--- config.mk ---
export PLATFORM = sky130hd
export DESIGN_NAME = imem_fetch_ctrl
export DESIGN_NICKNAME = d
export VERILOG_FILES = /design/src/rtl/imem_fetch_pkg.sv /design/src/rtl/imem_fetch_ctrl_step_sync.sv /design/src/rtl/imem_fetch_ctrl.sv
export SDC_FILE = /design/constraint.sdc
export NUM_CORES = 1
export LEC_CHECK = 0
export ABC_AREA = 1
export BUFFER_PORTS_ARGS = -buffer_cell sky130_fd_sc_hd__buf_2
export CORE_ASPECT_RATIO = 1.4
export CORE_MARGIN = 8
export CORE_UTILIZATION = 30
export DETAILED_ROUTE_END_ITERATION = 12
export GPL_TIMING_DRIVEN = 0
export PLACE_DENSITY = 0.64
export SLEW_MARGIN = 0
export SYNTH_ARGS = -nofsm -noshare
export SYNTH_HDL_FRONTEND = slang
export SYNTH_SLANG_ARGS = --single-unit
--- constraint.sdc ---
create_clock -name clk -period 2.8 [get_ports clk]
set_clock_uncertainty 0.1 [all_clocks]
set_input_delay 0.14 -clock clk [delete_from_list [all_inputs] [get_ports clk]]
set_output_delay 0.14 -clock clk [all_outputs]
set_load 0.05 [all_outputs]
--- src/rtl/imem_fetch_pkg.sv ---
// Shared definitions for the instruction-fetch controller: default widths,
// the default halt instruction and the controller state encoding.
package imem_fetch_pkg;

   localparam int IMEM_ADDR_W = 8;
   localparam int IMEM_DATA_W = 16;
   localparam logic [IMEM_DATA_W-1:0] IMEM_HALT_WORD = 16'hFFFF;

   // Encoding is visible on the state port, so the values are fixed.
   typedef enum logic [1:0] {
      IDLE     = 2'd0,
      FETCH    = 2'd1,
      RUN_WAIT = 2'd2,
      HALT     = 2'd3
   } fetch_state_t;

endpackage

--- src/rtl/imem_fetch_ctrl_step_sync.sv ---
// Pushbutton conditioning: per bit, a two-flop synchronizer followed by a
// rising-edge detector. The pulse is one clk cycle wide per press, so a held
// button produces only one pulse. Kept generic in width for other KEY inputs.
module step_sync #(
   parameter int WIDTH = 1
) (
   input  logic             clk,
   input  logic             reset,
   input  logic [WIDTH-1:0] key_in,
   output logic [WIDTH-1:0] key_pulse
);

   genvar gi;
   generate
      for (gi = 0; gi < WIDTH; gi++) begin : g_bit
         logic ff1_reg;
         logic ff2_reg;
         logic ff3_reg;

         // Synchronize the raw level and keep one delayed copy for edge detection.
         always_ff @(posedge clk or posedge reset) begin
            if (reset) begin
               ff1_reg <= 1'b0;
               ff2_reg <= 1'b0;
               ff3_reg <= 1'b0;
            end else begin
               ff1_reg <= key_in[gi];
               ff2_reg <= ff1_reg;
               ff3_reg <= ff2_reg;
            end
         end

         assign key_pulse[gi] = ff2_reg & ~ff3_reg;
      end
   endgenerate

endmodule

--- src/rtl/imem_fetch_ctrl.sv ---
// Instruction fetch controller: owns the PC, addresses the instruction memory,
// latches the returned word and sequences fetches either one per button press
// or at a fixed cadence while run_en is high. Stops on a breakpoint address or
// on the halt instruction.
module imem_fetch_ctrl
   import imem_fetch_pkg::*;
#(
   parameter int                 ADDR_W    = IMEM_ADDR_W,
   parameter int                 DATA_W    = IMEM_DATA_W,
   parameter int                 TICK_DIV  = 4,
   parameter logic [DATA_W-1:0]  HALT_WORD = DATA_W'(IMEM_HALT_WORD)
) (
   input  logic              clk,
   input  logic              reset,
   input  logic              step_req,
   input  logic              run_en,
   input  logic              bp_en,
   input  logic [ADDR_W-1:0] bp_addr,
   input  logic              jump_valid,
   input  logic [ADDR_W-1:0] jump_addr,
   output logic [ADDR_W-1:0] imem_addr,
   input  logic [DATA_W-1:0] imem_data,
   output logic [ADDR_W-1:0] pc,
   output logic [DATA_W-1:0] instr,
   output logic              instr_valid,
   output logic              halted,
   output logic [1:0]        state,
   output logic [15:0]       fetch_cnt
);

   // FETCH itself and the final zero-count RUN_WAIT cycle account for two of
   // the TICK_DIV cycles, so the counter is loaded with TICK_DIV-2. Values of
   // TICK_DIV below 2 are not legal; they are clamped to behave like 2.
   localparam int WAIT_LOAD = (TICK_DIV > 2) ? (TICK_DIV - 2) : 0;
   localparam int CNT_W     = (WAIT_LOAD > 1) ? $clog2(WAIT_LOAD + 1) : 1;

   fetch_state_t      state_reg;
   logic [ADDR_W-1:0] pc_reg;
   logic [ADDR_W-1:0] pc_next;
   logic [DATA_W-1:0] instr_reg;
   logic              instr_valid_reg;
   logic              halted_reg;
   logic              bp_suppress_reg;
   logic [CNT_W-1:0]  wait_cnt_reg;
   logic [15:0]       fetch_cnt_reg;
   logic              step_pulse;
   logic              halt_hit;
   logic              bp_hit;

   step_sync #(
      .WIDTH(1)
   ) u_step_sync (
      .clk      (clk),
      .reset    (reset),
      .key_in   (step_req),
      .key_pulse(step_pulse)
   );

   // Next PC and stop conditions only matter during FETCH; they are cheap
   // enough to evaluate every cycle. The breakpoint compares against the PC we
   // are about to move to, so the breakpoint address itself is never fetched.
   assign pc_next  = jump_valid ? jump_addr : pc_reg + ADDR_W'(1);
   assign halt_hit = (imem_data == HALT_WORD);
   assign bp_hit   = bp_en && (pc_next == bp_addr) && !bp_suppress_reg;

   // Fetch sequencer: state, PC, fetched word, wait counter and fetch count.
   always_ff @(posedge clk or posedge reset) begin
      if (reset) begin
         state_reg       <= IDLE;
         pc_reg          <= '0;
         instr_reg       <= '0;
         instr_valid_reg <= 1'b0;
         halted_reg      <= 1'b0;
         bp_suppress_reg <= 1'b0;
         wait_cnt_reg    <= '0;
         fetch_cnt_reg   <= '0;
      end else begin
         instr_valid_reg <= 1'b0;
         case (state_reg)
            IDLE: begin
               if (step_pulse || run_en) begin
                  state_reg <= FETCH;
               end
            end
            FETCH: begin
               instr_reg       <= imem_data;
               instr_valid_reg <= 1'b1;
               fetch_cnt_reg   <= fetch_cnt_reg + 16'd1;
               pc_reg          <= pc_next;
               // A resume from HALT skips only the breakpoint check of this fetch.
               bp_suppress_reg <= 1'b0;
               if (halt_hit || bp_hit) begin
                  state_reg  <= HALT;
                  halted_reg <= 1'b1;
               end else if (run_en) begin
                  state_reg    <= RUN_WAIT;
                  wait_cnt_reg <= CNT_W'(WAIT_LOAD);
               end else begin
                  state_reg <= IDLE;
               end
            end
            RUN_WAIT: begin
               if (!run_en) begin
                  state_reg <= IDLE;
               end else if (wait_cnt_reg == '0) begin
                  state_reg <= FETCH;
               end else begin
                  wait_cnt_reg <= wait_cnt_reg - CNT_W'(1);
               end
            end
            HALT: begin
               // Only a button press leaves HALT; run_en alone keeps us here.
               if (step_pulse) begin
                  state_reg       <= FETCH;
                  halted_reg      <= 1'b0;
                  bp_suppress_reg <= 1'b1;
               end
            end
            default: begin
               state_reg <= IDLE;
            end
         endcase
      end
   end

   assign imem_addr   = pc_reg;
   assign pc          = pc_reg;
   assign instr       = instr_reg;
   assign instr_valid = instr_valid_reg;
   assign halted      = halted_reg;
   assign state       = state_reg;
   assign fetch_cnt   = fetch_cnt_reg;

endmodule
==> impl_metrics.toml <==
[clocking]
clockBufferDepth = 2
clk-insertion-delay-late_ns = 0.29
cts_htree_levels = 2
clock-sinks = 50
tritoncts.num_buffers = 5
cts-resized-gates = 0
cts_root_buf = "clkbuf_16"
cts_tree = "yes"
clkTransAtPathRegs_ns = 0.07

[floorplan]
dieWidth_um = 95.4
dieArea_um2 = 12100
start_util_pct = 30.9
die_y_um = 127
boundaryPins = 90
rows = 40
core_area_um2 = 8560

[flow_run]
maxCapViolations = 0

[yosys]
ys_types = 28
ys_seq_area_share_pct = 47.3
syn_area_um2 = 2650
ys_ff_latch = 50
synthCells = 331
yosys_warnings = 0
synth_nets = 376
ys_top_cells_by_area = "dfrtp_1 (47%), nand2_1 (16%), nand3_1 (5.5%), inv_1 (5.1%), ha_1 (3.3%)"
syn_area_per_cell_um2 = 7.99
synth_top_area_share_pct = 47.3
yosysTopAreaCell = "dfrtp_1"

[worst_setup_path]
crit_slowest_cell = "dfrtp_1"
worstSetupStartpoint = "state[1]"
crit_path_end_kind = "flop"
crit_chain = "inv_1 -> ha_1 -> nand4_1 -> nor2_1 -> nand3_1 -> nand3b_1 -> nor2_1 -> nand4_1 -> xnor2_1"
cp.required_ns = 2.88
crit_fanout = 4
worst-path-buf-inv = 1
r2r_slack_ns = 0.72
slowest_delay_ns = 0.41
r2r-start = "state[1]"
crit_type = "reg -> reg"
crit_arrival_ns = 2.16
crit_family = "simple AND/OR/NAND/NOR gates"
cp-start-kind = "flop"

[detailed_routing]
via_per_inst = 4.43
via_count = 2442
dr.pass1.iters = 4
wl_per_cell_um = 13.2
ant_nets = 0
drc_errors = 0
finalWirelength_um = 7290
first_iter_violations = 71

[grt]
grt_max_degree = 35
grt_util_met2_pct = 22.1
grt_busiest_layer = "met2"
grt-ovfl-total = 0
grt_pass1_vias = 2571
antenna_found_initial = 0
grt_use_total_pct = 12.5
grtUsageMet1_pct = 13.8
grt_pass1_wl_um = 12100
use_met3_pct = 3.34

[place]
portBuffers = 88
placed_cell_area_um2 = 3240
dpl.hpwl_um = 5520
gp_congestion = 0.851

[final_layout]
antennaDiodeCount = 0
area_delta_synth_final_pct = 34.8
design_area_um2 = 3570
drive_gt1_share_pct = 26.7
layout.nets = 490

[hold_path]
holdCritStartpoint = "jump_addr[1]"
hp-class = "in -> reg"

[timing]
fmax_mhz = 480
rsz0062_at_grt = "false"
finalMaxSlewViolations = 0
tightest_slew_ns = 0.527
finalCriticalPeriod_ns = 2.08
hold_viol = 0
finalSetupViolCount = 0
relSlewSlack_pct = 64.9
tns_ns = 0
period_share_pct = 74.4

[pwr]
switchingPower_mw = 2.39
p_per_area_nw_per_um2 = 1230
p_seq_share_pct = 27.9
peakVddDrop_v = 0.000727
clock_power_share_pct = 14.2
swShare_pct = 54.2
p_comb_share_pct = 58.0
p_int_mw = 2.01
p_leak_nw = 2.00

[run_status]
status = "complete, no violations"
==> worst min-delay path, cell delays in order <==
cell and delay [ns]:
buf_2 0.09, nand2_1 0.08, a31oi_1 0.08
==> Yosys cell counts, drive strengths merged <==
library cell	n
ha	7
buf	11
a21oi	5
nand3	31
nand3b	5
o22ai	1
inv	37
nor4	1
a31o	1
a31oi	2
nor3	1
nor2	22
xor2	9
nand2	118
xnor2	6
or2	4
o21ai	10
clkbuf	5
dfrtp	50
nand4	5
==> power by group through the flow <==
stage	Sequential (mW)	Clock (mW)	Combinational, mW
floorplan	2.03	0	1.13
global placement	1.23	0	2.53
detailed placement	1.24	0	2.57
CTS	1.23	0.638	2.59
global route	1.27	0.663	2.79
finish	1.23	0.623	2.55
==> timing repair <==
item / 4_1_cts / 5_1_grt
buffers inserted: 0 / 0
endpoints found under the hold margin: 33 / 0
hold buffers: 18 / 0
==> area by class of cell <==
| class | count | area (um2) |
|---|---|---|
| Buffer | 16 | 113 |
| Clock buffer | 7 | 143 |
| Clock inverter | 1 | 5.00 |
| Tap cell | 105 | 131 |
| Multi-Input combinational cell | 228 | 1140 |
| Fill cell | 888 | 4990 |
| Inverter | 37 | 141 |
| Sequential cell | 50 | 1250 |
| Timing Repair Buffer | 107 | 641 |
==> path summary, 6_finish.rpt <==
path                                                end  depth (start not counted)
max in group asynchronous                      instr[6]                          4
min in group asynchronous                      state[1]                          3
setup reg to reg                          fetch_cnt[14]                          9
setup / recovery                          fetch_cnt[14]                          9
hold reg to reg            u_step_sync.g_bit[0].ff2_reg                          0
hold / removal                             imem_addr[1]                          3
==> metrics by stage <==
| stage | hold slack, ns | setup slack [ns] | instances | utilization, % | power (mW) |
|---|---|---|---|---|---|
| after floorplan | 0.0714 | 0.596 | 331 | - | 3.16 |
| after global placement | 0.151 | 0.673 | 524 | 37.6 | 3.76 |
| after detailed placement | 0.0545 | 0.705 | 525 | 37.8 | 3.81 |
| after CTS | 0.0382 | 0.687 | 551 | 41.7 | 4.46 |
| after global routing | 0.0645 | 0.495 | 551 | 41.7 | 4.72 |
| final | 0.0469 | 0.718 | 551 | 41.7 | 4.40 |
==> cell usage in the layout, fill, tap and decap left out <==
cell type and n:
or2_2 2, inv_4 1, a21oi_2 1, nor4_1 1, inv_1 35, nand2_2 1, nor2_2 1, o21ai_0 10
clkbuf_1 6, nand2_4 2, a21oi_1 4, nand4_1 5, nor2_1 21, buf_6 3, nand3_1 29, xor2_1 9
clkbuf_16 5, clkinv_2 1, xnor2_1 6, buf_2 88, o22ai_1 1, or2_1 2, buf_12 1, ha_1 7
inv_2 1, nand2_1 115, dfrtp_1 50, buf_4 8, a31o_2 1, a31oi_1 2, nand3_2 2, nor3_1 1
clkbuf_8 1, dlygate4sd3_1 18, nand3b_1 5
==> logic make-up after synthesis <==
group | after synthesis | synth area share (%)
AOI/OAI and AO/OA | 19 | 4.02
xor gates and xnor gates | 15 | 4.96
adders and majority gates | 7 | 3.31
buffers and inverters | 53 | 9.60
DFF | 50 | 47.3
and+or+nand+nor | 187 | 30.8
==> metal layers <==
metal	up-vias	part of all wire, %
met3	2	7.6
met5	-	0
met1	1118	40
li1	1252	-
met2	70	52
met4	0	0.67
No activity file was read; power rests on OpenSTA's default activity.
